**src/rtl/pmu_pkg.sv**
```systemverilog
// Shared types and helpers for the PMU DVFS governor: level width, FSM encoding,
// power-mode codes and the level clamp.
package pmu_pkg;

  localparam int LEVEL_W = 3;

  typedef enum logic [1:0] {
    IDLE    = 2'd0,
    MEASURE = 2'd1,
    DECIDE  = 2'd2,
    HOLDOFF = 2'd3
  } gov_state_e;

  localparam logic MODE_RUN   = 1'b0;
  localparam logic MODE_SLEEP = 1'b1;

  function automatic int clamp_level(input int lvl, input int lo, input int hi);
    int r;
    r = lvl;
    if (r < lo) r = lo;
    if (r > hi) r = hi;
    clamp_level = r;
  endfunction

endpackage

```
**src/rtl/pmu_activity_window.sv**
```systemverilog
// Fixed-length activity window: counts 2**WINDOW_LOG2 cycles and the busy strobes
// inside them, with the busy count saturating at the window length.
module pmu_activity_window #(
  parameter int WINDOW_LOG2 = 8
) (
  input  logic                 clk,
  input  logic                 reset,
  input  logic                 clear,
  input  logic                 run,
  input  logic                 busy,
  output logic                 window_done,
  output logic [WINDOW_LOG2:0] act_count
);

  localparam int ACT_W = WINDOW_LOG2 + 1;
  localparam logic [ACT_W-1:0] ACT_MAX = ACT_W'(1) << WINDOW_LOG2;

  logic [WINDOW_LOG2-1:0] win_cnt;
  logic [ACT_W-1:0]       act_cnt;

  function automatic logic [ACT_W-1:0] sat_inc(input logic [ACT_W-1:0] v, input logic inc);
    if (inc && (v != ACT_MAX))
      sat_inc = v + ACT_W'(1);
    else
      sat_inc = v;
  endfunction

  always_ff @(posedge clk) begin
    if (reset || clear) begin
      win_cnt <= '0;
      act_cnt <= '0;
    end else if (run) begin
      win_cnt <= win_cnt + WINDOW_LOG2'(1);
      act_cnt <= sat_inc(act_cnt, busy);
    end
  end

  // The last window cycle still counts its own busy sample before DECIDE reads it.
  assign window_done = run && (win_cnt == '1);
  assign act_count   = act_cnt;

endmodule

```
**src/rtl/pmu_dvfs_governor.sv**
```systemverilog
// Activity-driven DVFS governor feeding power_manager level/mode change requests.
// Optional sleep-mode requests are built when PMU_GOVERNOR_SLEEP_EN is defined.
module pmu_dvfs_governor
  import pmu_pkg::*;
#(
  parameter int WINDOW_LOG2   = 8,
  parameter int LEVEL_W       = pmu_pkg::LEVEL_W,
  parameter int UP_THRESH     = 192,
  parameter int DOWN_THRESH   = 64,
  parameter int HOLD_WINDOWS  = 2,
  parameter int MIN_LEVEL     = 0,
  parameter int MAX_LEVEL     = 7,
  parameter int RESET_LEVEL   = 5,
  parameter int SLEEP_WINDOWS = 4
) (
  input  logic               clk,
  input  logic               reset,
  input  logic               enable,
  input  logic               busy,
  input  logic               force_flag,
  input  logic [LEVEL_W-1:0] force_level,
  output logic               change_level_flag,
  output logic [LEVEL_W-1:0] change_level,
  output logic [LEVEL_W-1:0] current_level,
  output logic               change_power_mode_flag,
  output logic               change_power_mode
);

  localparam int HOLD_W = (HOLD_WINDOWS > 0) ? $clog2(HOLD_WINDOWS + 1) : 1;

  if (DOWN_THRESH >= UP_THRESH) begin : g_chk_thresh
    $error("pmu_dvfs_governor: DOWN_THRESH must be below UP_THRESH");
  end
  if (SLEEP_WINDOWS < 1) begin : g_chk_sleep
    $error("pmu_dvfs_governor: SLEEP_WINDOWS must be at least 1");
  end

  gov_state_e state, state_nxt;

  logic                 flag_q;
  logic [LEVEL_W-1:0]   level_q;
  logic [HOLD_W-1:0]    hold_cnt;
  logic                 force_pend;
  logic [LEVEL_W-1:0]   pend_lvl;

  logic                 window_done;
  logic [WINDOW_LOG2:0] act_count;
  logic                 win_run, win_clear, win_busy;

  logic [LEVEL_W-1:0]   force_lvl_c, force_tgt, step_lvl;
  logic                 take_force, up_ok, dn_ok, decide_req, hold_last;

  pmu_activity_window #(
    .WINDOW_LOG2(WINDOW_LOG2)
  ) u_window (
    .clk        (clk),
    .reset      (reset),
    .clear      (win_clear),
    .run        (win_run),
    .busy       (win_busy),
    .window_done(window_done),
    .act_count  (act_count)
  );

  always_comb begin
    force_lvl_c = LEVEL_W'(clamp_level(int'(force_level), MIN_LEVEL, MAX_LEVEL));
    // A force landing on a pulse cycle is parked so pulses never touch.
    take_force  = (force_flag || force_pend) && !flag_q;
    force_tgt   = force_flag ? force_lvl_c : pend_lvl;
    up_ok       = (int'(act_count) >= UP_THRESH) && (int'(level_q) < MAX_LEVEL);
    dn_ok       = (int'(act_count) <= DOWN_THRESH) && (int'(level_q) > MIN_LEVEL);
    decide_req  = (state == DECIDE) && enable && !take_force && (up_ok || dn_ok);
    step_lvl    = up_ok ? (level_q + LEVEL_W'(1)) : (level_q - LEVEL_W'(1));
    hold_last   = (int'(hold_cnt) == HOLD_WINDOWS - 1);

    win_run   = (state == MEASURE) || (state == HOLDOFF);
    win_busy  = busy && (state == MEASURE);
    win_clear = (state == IDLE) || (state == DECIDE) || take_force || !enable;

    state_nxt = state;
    case (state)
      IDLE:    if (enable) state_nxt = MEASURE;
      MEASURE: if (window_done) state_nxt = DECIDE;
      DECIDE:  state_nxt = (decide_req && (HOLD_WINDOWS > 0)) ? HOLDOFF : MEASURE;
      HOLDOFF: if (window_done && hold_last) state_nxt = MEASURE;
      default: state_nxt = IDLE;
    endcase
    if (take_force) state_nxt = (HOLD_WINDOWS > 0) ? HOLDOFF : MEASURE;
    if (!enable) state_nxt = IDLE;
  end

  always_ff @(posedge clk) begin
    if (reset) begin
      state      <= IDLE;
      flag_q     <= 1'b0;
      level_q    <= LEVEL_W'(RESET_LEVEL);
      hold_cnt   <= '0;
      force_pend <= 1'b0;
    end else begin
      state  <= state_nxt;
      flag_q <= take_force || decide_req;
      if (take_force)
        level_q <= force_tgt;
      else if (decide_req)
        level_q <= step_lvl;
      if ((state == HOLDOFF) && !take_force) begin
        if (window_done) hold_cnt <= hold_cnt + HOLD_W'(1);
      end else begin
        hold_cnt <= '0;
      end
      if (force_flag && flag_q)
        force_pend <= 1'b1;
      else if (take_force)
        force_pend <= 1'b0;
    end
  end

  always_ff @(posedge clk) begin
    if (force_flag && flag_q) pend_lvl <= force_lvl_c;
  end

  assign change_level_flag = flag_q;
  assign change_level      = level_q;
  assign current_level     = level_q;

`ifdef PMU_GOVERNOR_SLEEP_EN
  localparam int IDLE_W = (SLEEP_WINDOWS > 1) ? $clog2(SLEEP_WINDOWS) : 1;

  logic [IDLE_W-1:0] idle_cnt;
  logic              mode_q, mode_flag_q;
  logic              window_eval, idle_win, go_sleep, wake;

  always_comb begin
    window_eval = (state == DECIDE) && enable && !take_force;
    idle_win    = (act_count == '0) && (level_q == LEVEL_W'(MIN_LEVEL));
    go_sleep    = (mode_q == MODE_RUN) && window_eval && idle_win &&
                  (int'(idle_cnt) == SLEEP_WINDOWS - 1);
    wake        = (mode_q == MODE_SLEEP) &&
                  (take_force || (window_eval && (act_count != '0)));
  end

  always_ff @(posedge clk) begin
    if (reset) begin
      idle_cnt    <= '0;
      mode_q      <= MODE_RUN;
      mode_flag_q <= 1'b0;
    end else begin
      mode_flag_q <= go_sleep || wake;
      if (go_sleep)
        mode_q <= MODE_SLEEP;
      else if (wake)
        mode_q <= MODE_RUN;
      if (take_force || go_sleep || (window_eval && !idle_win))
        idle_cnt <= '0;
      else if (window_eval && (mode_q == MODE_RUN))
        idle_cnt <= idle_cnt + IDLE_W'(1);
    end
  end

  assign change_power_mode_flag = mode_flag_q;
  assign change_power_mode      = mode_q;
`else
  assign change_power_mode_flag = 1'b0;
  assign change_power_mode      = MODE_RUN;
`endif

endmodule
```
**config.mk**
```make
export PLATFORM = sky130hd
export DESIGN_NAME = pmu_dvfs_governor
export DESIGN_NICKNAME = d
export VERILOG_FILES = /design/src/rtl/pmu_pkg.sv /design/src/rtl/pmu_activity_window.sv /design/src/rtl/pmu_dvfs_governor.sv
export SDC_FILE = /design/constraint.sdc
export NUM_CORES = 1
export LEC_CHECK = 0
export CAP_MARGIN = 20
export CORE_ASPECT_RATIO = 1.2
export CORE_MARGIN = 2
export CORE_UTILIZATION = 50
export DETAILED_ROUTE_END_ITERATION = 10
export GPL_TIMING_DRIVEN = 1
export PLACE_DENSITY = 0.75
export SYNTH_ARGS = -nofsm -noshare
export SYNTH_HDL_FRONTEND = slang
export SYNTH_SLANG_ARGS = --single-unit
export TNS_END_PERCENT = 10
```
**constraint.sdc**
```tcl
create_clock -name clk -period 2 [get_ports clk]
set_clock_uncertainty 0.1 [all_clocks]
set_input_delay 0.4 -clock clk [delete_from_list [all_inputs] [get_ports clk]]
set_output_delay 0.4 -clock clk [all_outputs]
set_load 0.05 [all_outputs]
```
* Word level (Yosys, flattened, before mapping)
Index checks and enable logic that the tools add are counted.
Cells by class: add/sub/neg operators 5, $lt $le $gt $ge 4, equality and inequality tests 8, mux-type cells 11, bitwise logic cells 2, reductions and logical operators 30
Operators by type and width (count):
- logical AND 1 bit | 12
- 2-to-1 mux 3 bit | 4
- adder 9 x 1 -> 9 bit (second input constant) | 1
- greater-or-equal comparator 9 x 8 -> 1 bit (second input constant) | 1
- <= comparator 9 x 7 -> 1 bit (second input constant) | 1
- != test 9 bit (second input constant) | 1
- adder 8 x 1 -> 8 bit (second input constant) | 1
- equality test 8 bit (second input constant) | 1
- logical OR 1 bit | 8
- 2-to-1 mux 2 bit | 4
- case mux 2 bit (4 select lines) | 1
- equality test 2 bit (second input constant) | 3
- AND reduction 2 bit | 2
- nonzero test 2 bit | 2
- OR reduction 2 bit | 2
- adder 3 x 1 -> 3 bit (second input constant) | 1
- greater-than comparator 3 x 1 -> 1 bit (second input constant) | 1
- zero test 1 bit | 3
- < comparator 3 bit (second input constant) | 1
- != test 3 x 2 -> 1 bit (second input constant) | 1
- != test 3 bit (second input constant) | 1
- subtractor 3 x 1 -> 3 bit (second input constant) | 1
- adder 2 x 1 -> 2 bit (second input constant) | 1
- equality test 2 x 1 -> 1 bit (second input constant) | 1
- other kinds (3) | 5
Word-level totals: register bits after elaboration 29, bits of input ports 8, output and inout bits 9, logic and storage cells 68

* Longest topological paths before layout
depth after elaboration 8, depth in mapped cells 8, mapped depth without buffers 7

* Hierarchy
A second synthesis with hierarchy kept.
Unflattened totals: cells, all modules 185, area total of the unflattened synthesis 1689.1 µm²
By module, submodules not included:
- pmu_dvfs_governor | times used 1, cells an instance 89, area an instance 857.1 µm², sequential area each 270.3 µm²
- pmu_activity_window | times used 1, cells an instance 96, area an instance 832.0 µm², sequential area each 340.3 µm²

* Worst setup path after synthesis
Ideal clock, no wire load.
kind flip-flop to flip-flop, start point reg level_q[1] (netlist: change_level[1]), end point reg level_q[2] (netlist: change_level[2]), setup time 123 ps, arrival time 1840 ps, data required time 1777 ps, setup slack -63 ps, stages on the path, launching flop included 6, path buffers 0, clock period less this slack 2063 ps, cell sequence dfxtp_1 -> nor3_1 -> or4_1 -> o211a_1 -> a2111oi_4 -> nor2_1
On the way: longest elaborated chain between the ends 5, elaborated cells between the ends (all ways) 12, classes of those cells add/sub (2); order compare (2); mux (3); reduce/logical (5)
Ends and longest elaborated chain:
- start: declaration | RTL line pmu_dvfs_governor.sv:41 | logic [LEVEL_W-1:0] level_q;
- start signal: assignment | RTL line pmu_dvfs_governor.sv:96 | level_q <= LEVEL_W'(RESET_LEVEL);
- start signal: assignment | RTL line pmu_dvfs_governor.sv:103 | level_q <= force_tgt;
- start signal: assignment | RTL line pmu_dvfs_governor.sv:105 | level_q <= step_lvl;
- < comparator 3 bit or greater-than comparator 3 x 1 -> 1 bit (tied branches) | RTL line pmu_dvfs_governor.sv:70, pmu_dvfs_governor.sv:71
- logical AND 1 bit, on equally long branches | RTL line pmu_dvfs_governor.sv:70, pmu_dvfs_governor.sv:71
- 2-to-1 mux 3 bit or logical OR 1 bit (tied branches) | RTL line pmu_dvfs_governor.sv:73, pmu_dvfs_governor.sv:72
- 2-to-1 mux 3 bit or logical AND 1 bit (tied branches) | RTL line pmu_dvfs_governor.sv:104, pmu_dvfs_governor.sv:72
- 2-to-1 mux 3 bit or nonzero test 2 bit (tied branches)
Parallel ways exist; a longest one is shown, timed or not. The select of a mux whose other input is x is not followed. A chain may end at the register's enable or synchronous reset.

* Worst setup path in the final report
start point reg u_window.act_cnt[2] (netlist: u_window.act_count[2]), end point reg level_q[2] (netlist: change_level[2])
On the way: longest elaborated chain between the ends 5, elaborated cells between the ends (all ways) 10, classes of those cells order compare (2); mux (3); reduce/logical (5)
Ends and longest elaborated chain:
- start: declaration | RTL line pmu_activity_window.sv:19 | logic [ACT_W-1:0] act_cnt;
- start signal: assignment | RTL line pmu_activity_window.sv:34 | act_cnt <= sat_inc(act_cnt, busy);
- greater-or-equal comparator 9 x 8 -> 1 bit or <= comparator 9 x 7 -> 1 bit (tied branches) | RTL line pmu_dvfs_governor.sv:70, pmu_dvfs_governor.sv:71
- logical AND 1 bit, on equally long branches | RTL line pmu_dvfs_governor.sv:70, pmu_dvfs_governor.sv:71
- 2-to-1 mux 3 bit or logical OR 1 bit (tied branches) | RTL line pmu_dvfs_governor.sv:73, pmu_dvfs_governor.sv:72
- 2-to-1 mux 3 bit or logical AND 1 bit (tied branches) | RTL line pmu_dvfs_governor.sv:104, pmu_dvfs_governor.sv:72
- 2-to-1 mux 3 bit or nonzero test 2 bit (tied branches)
Parallel ways exist; a longest one is shown, timed or not. The select of a mux whose other input is x is not followed.

==> flow_summary.yaml <==
cells_and_area:
  seq_area_um2: 617
  multi_input_area_um2: 865
  antenna_cells: 0
  areaGrowthSynthToFinish_pct: 23.2
  nets: 218
  layout_common_cells: "nor2_1, buf_4, dfxtp_1"
  drive_gt1_share_pct: 23.9
  n_fill_cell: 242
  final_common_cell: "nor2_1"
  finalInstanceArea_mm2: 0.00188
  utilization_pct: 66.1
synth:
  ys_seq_area_share_pct: 40.1
  yosysUniqueCellTypes: 41
  ys.flop_type: "dfxtp_1"
  synth_xor_area_share_pct: 10.4
  async_reset_ff_share_pct: 0
  synthAdderAreaFrac_pct: 8.71
  synth_edf_count: 3
  synth_area_mm2: 0.00152
  synth_top_family_by_area: "simple AND/OR/NAND/NOR gates"
  yosys.area_share.simple_pct: 19.9
  synth-seq-cells: 29
  synth_compound_area_share_pct: 12.8
  yosysWarnings: 0
  avgSynthCellArea_um2: 9.06
  netlist_instances: 168
  synthMuxAreaShare_pct: 2.63
sta:
  final.min_clock_period_ps: 1950
  finalHoldViolCount: 0
  grt_setup_unrepaired: "true"
  final_max_slew_viol_count: 0
  fmax_ghz: 0.513
  setup_viol: 0
  final.period_utilization_pct: 97.5
routing:
  ant_nets: 0
  drt-initial-drc-count: 45
  wirelength_um: 3030
  drcViolationCount: 0
  wire_per_inst_um: 12.9
  vias: 1231
  drt_pre_antenna_iters: 4
  vias_per_cell: 5.24
run:
  drv_cap: 0
cts:
  cts.path.max_buffers: 2
  clk_pin_slew_ps: 90
  cts_num_sinks: 29
  clk_latency_ps: 320
  htreeDepth: 2
  ctsHoldBuffers: 0
  root_buffer: "clkbuf_4"
  cts_buffers: 5
  cts_tree: "built"
  postCtsSetupRepairBufs: 0
power_and_ir_drop:
  p_switching_uw: 348
  p_leak_uw: 0.000729
  clkPwrFrac_pct: 30.5
  combPwrFrac_pct: 18.4
  p_int_uw: 868
  power.density_mw_per_mm2: 648
  p_sw_share_pct: 28.7
  peakVddDrop_mv: 0.502
  p_seq_share_pct: 51.2
placed_design:
  dp_hpwl_um: 2210
  dpl_cell_area_mm2: 0.00179
  gp_congestion: 0.834
  io_buffers: 14
hold_path:
  hold_end: "u_window.win_cnt[1]$_SDFFE_PP0P_"
  hold_depth: 2
  hold_class: "flip-flop to flip-flop"
  holdCritStartpoint: "u_window.win_cnt[1]$_SDFFE_PP0P_"
global_route:
  grt_max_degree: 18
  grt_overflow: 0
  grtUsageMet3_pct: 5.76
  antenna_found_initial: 0
  track_usage_pct: 19.7
  busiest_layer: "met2"
  grt_pass1_wl_um: 5010
  met2_usage_pct: 35.2
  gr-usage-met1_pct: 20.3
  grt_pass1_vias: 1207
setup_path:
  required_ps: 2120
  r2r_setup_slack_ps: 50
  r2r_end: "change_level[2]$_SDFFE_PP1P_"
  cp-start-kind: "flip-flop"
  crit_chain: "or4_4 > o31a_1 > o211a_4 > a2111oi_4 > nor2_1"
  rr_worst_depth: 5
  crit_type: "flip-flop to flip-flop"
  path_max_fanout: 3
  cp-end-kind: "flip-flop"
  critPathMaxStageDelay_ps: 530
  critPathBufInv: 0
  rr_startpoint: "u_window.act_count[2]$_SDFFE_PP0P_"
  arrival_ps: 2070
  critPathTopFamily: "compound AO/OA/AOI/OAI gates"
  crit_path_top_delay_cell: "or4_4"
die:
  initial_utilization_pct: 53.7
  core_area_mm2: 0.00284
  std_cell_rows: 21
  dieArea_mm2: 0.00350
  die_w_um: 54.4
  die_h_um: 64.5
  ioPinCount: 17
status:
  status: "complete, no violations"
==> sequential cells by signal, indices dropped and copies added (netlist names) <==
register            count
u_window.act_count      9
change_level_flag       1
state                   2
force_pend              1
pend_lvl                3
change_level            3
hold_cnt                2
u_window.win_cnt        8
==> area by class of cell <==
class	count	area share (%)
Multi-Input combinational cell	124	46.1
Sequential cell	29	32.9
Timing Repair Buffer	33	14.2
Clock buffer	8	3.14
Tap cell	34	2.27
Inverter	7	1.40
==> through the flow <==
stage	std cells	total power, uW	hold WS (ps)	TNS (ps)	worst slack [ps]
2_1_floorplan	169	782	349	-9.22	-9.22
3_3_place_gp	227	847	358	-903	-260
3_5_place_dp	227	853	368	-1190	-320
4_1_cts	235	1230	378	0	2.34
5_1_grt	235	1270	415	-20.0	-20.0
6_report	235	1220	376	0	49.7
==> worst max path at each step <==
stage / slack [ps] / from / endpoint / depth (start not counted)
global placement: -260 / enable / change_level[2]$_SDFFE_PP1P_ / 6
global route: -20 / u_window.act_count[2]$_SDFFE_PP0P_ / change_level[2]$_SDFFE_PP1P_ / 5
finish: 50 / u_window.act_count[2]$_SDFFE_PP0P_ / change_level[2]$_SDFFE_PP1P_ / 5
detailed placement: -320 / enable / change_level[2]$_SDFFE_PP1P_ / 6
floorplan: -9 / state[1]$_SDFFE_PP0P_ / state[1]$_SDFFE_PP0P_ / 8
CTS: 2 / state[0]$_SDFFE_PP0P_ / change_level[2]$_SDFFE_PP1P_ / 7
==> layer usage <==
metal | share of wire (%) | up-vias | routed length (um)
li1 | - | 633 | -
met3 | 4.0 | 4 | 120
met2 | 53 | 21 | 1610
met1 | 41 | 573 | 1250
met4 | 1.6 | 0 | 48
met5 | 0 | - | 0
==> timing repair <==
action | in CTS | in global routing
setup endpoints to repair | 2 | 4
gates cloned | 0 | 0
pin swaps | 1 | 2
resized for setup | 2 | 9
==> worst min-delay path, stage by stage (launching register included) <==
cell and delay (ps):
dfxtp_1 330, nand2_1 60, a21oi_1 50
==> cell usage after synthesis (all sizes together) (2+ instances only) <==
| cell type | n | area share, % |
|---|---|---|
| edfxtp | 3 | 5.9 |
| dfxtp | 26 | 34 |
| and3 | 4 | 1.7 |
| buf | 6 | 2.8 |
| nand2 | 15 | 3.7 |
| xor2 | 12 | 6.9 |
| a21oi | 3 | 0.99 |
| xnor2 | 6 | 3.5 |
| o21ai | 5 | 1.6 |
| a211oi | 4 | 2.0 |
| mux2i | 4 | 2.6 |
| nor3 | 3 | 0.99 |
| inv | 7 | 1.7 |
| nand3 | 5 | 1.6 |
| o2111ai | 2 | 1.2 |
| nand4 | 3 | 1.2 |
| ha | 9 | 7.4 |
| or4 | 2 | 1.2 |
| clkbuf | 3 | 0.74 |
| nor2 | 29 | 7.1 |
==> kinds of logic after synthesis <==
group           count (synthesis)
other cells                     1
mux                             4
fa+ha+maj                      10
compound gates                 24
xor+xnor                       18
simple gates                   66
buf+inv                        16
flops                          29
==> power by group through the flow <==
stage | Sequential (uW) | Clock, uW | Combinational, uW
2_1_floorplan | 658 | 0 | 125
3_3_place_gp | 634 | 0 | 213
3_5_place_dp | 635 | 0 | 218
4_1_cts | 622 | 386 | 219
5_1_grt | 624 | 407 | 242
6_report | 622 | 370 | 224
(Power assumes the default switching activity.)
==> edit: new RTL, same settings <==
`HOLD_WINDOWS`: 2 -> 1.
--- a/src/rtl/pmu_dvfs_governor.sv
+++ b/src/rtl/pmu_dvfs_governor.sv
@@ -8,5 +8,5 @@
   parameter int UP_THRESH     = 192,
   parameter int DOWN_THRESH   = 64,
-  parameter int HOLD_WINDOWS  = 2,
+  parameter int HOLD_WINDOWS  = 1,
   parameter int MIN_LEVEL     = 0,
   parameter int MAX_LEVEL     = 7,
Formal check against the unedited RTL: same outputs for any inputs over 10 cycles, from zero or initial values and one cycle with reset high; that may be too few to reach the edited logic, so the function may still have changed.
==> edit against the original RTL <==
- die area is 0.31% higher
- synthesized cell count rose by 2.4%
- critical endpoint is now change_level[1]
- final cell count fell by 2.6%
- largest cell class unchanged
- highest routed layer unchanged
- sequential cell count decreased by 1
- power decreased by 6.0%
- critical path type unchanged
- worst setup slack better by 84 ps
- final area shrank 3.9%
- synthesized area is 0.33% higher
- routed wire length up 2.4%
==> edit: results (changes against the original RTL) <==
| Metric | Value |
|---|---|
| Worst-path clk slew | `150 ps (was 90 ps)` |
| Initial antenna violation count | `0 (unchanged)` |
| CTS H-tree depth | `1 (was 2)` |
| Fmax | `536 MHz (was 513 MHz)` |
| Global-route wire length before repair | `5.29 mm (was 5.01 mm)` |
| Metal3 WL | `141 µm (was 120 µm)` |
| Outcome | `finished clean (unchanged)` |
| DR iter-0 viols | `30 (was 45)` |
| GRT met2 Usage | `37.5% (was 35.2%)` |
| Crit path max-delay family | `simple AND/OR/NAND/NOR gates (was compound AO/OA/AOI/OAI gates)` |
| Worst hold margin | `405 ps (was 376 ps)` |
| Combinational share of power | `18.9% (was 18.4%)` |
| Via count | `1,274 (was 1,231)` |
| GRT met3 Usage | `2.53% (was 5.76%)` |
| Power per Cell Area | `634 nW/µm² (was 648 nW/µm²)` |
| Share of layout cells above drive strength 1 | `20.0% (was 23.9%)` |
| Leakage dissipation | `0.668 nW (was 0.729 nW)` |
| R2R setup slack | `130 ps (was 50 ps)` |
| Sequential fraction of the synthesis area | `38.7% (was 40.1%)` |
| Post-Route M1 WL | `1.30 mm (was 1.25 mm)` |
| Worst path slowest cell | `or3b_4 (was or4_4)` |
| Worst Path Max Fanout | `4 (was 3)` |
| Psw | `0.000320 W (was 0.000348 W)` |
| CP max stage delay | `450 ps (was 530 ps)` |
| Dpl ws | `-24.3 ps (was -320 ps)` |
| Synth area leaders | `dfxtp_1 (33%), nor2_1 (7.1%), ha_1 (6.6%) (was dfxtp_1 (34%), ha_1 (7.4%), nor2_1 (7.1%))` |
| Met1 usage | `21.3% (was 20.3%)` |
| Clock buffer count from CTS | `3 (was 5)` |
| Sequential Power Share | `52.8% (was 51.2%)` |
| Hold WC Path Type | `flip-flop to flip-flop (unchanged)` |
| Worst EP arrival | `2010 ps (was 2070 ps)` |
| Routed len/inst | `13.5 µm (was 12.9 µm)` |
| Placed cells | `225 (was 227)` |
| GP Congestion | `0.798 (was 0.834)` |
| Maximum vdd drop | `0.499 mV (was 0.502 mV)` |
| Final nets | `213 (was 218)` |
edit: cell count changes after synthesis, sizes merged, moves of 3 or more:
cell	before	now
clkbuf	3	0
a21oi	3	11
xor2	12	9
nand2	15	8
a211oi	4	0
and3	4	1
buf	6	10
a31oi	0	3
edit: area by class of cell:
| class | instances | area (µm²) |
|---|---|---|
| Fill cell | 249 | 1060 |
| Multi-Input combinational cell | 127 | 855 |
| Sequential cell | 28 | 601 |
| Timing Repair Buffer | 28 | 228 |
| Clock buffer | 4 | 47.5 |
| Tap cell | 34 | 42.5 |
| Inverter | 8 | 30.0 |
edit: cells by family after synthesis:
group                    Yosys count  synth area share, %
XOR/XNOR                          17                 9.75
other                              1                0.245
adder cells (fa/ha/maj)            9                 7.86
AND/OR/NAND/NOR                   61                 19.4
multiplexers                       6                 4.10
flip-flops                        28                 38.7
AO/OA/AOI/OAI                     32                 13.5
buffers and inverters             18                 6.47
edit: timing repair:
item                                    CTS  global route
gates resized for setup                   0             6
setup buffers                             0             0
endpoints found under the setup margin    0             2
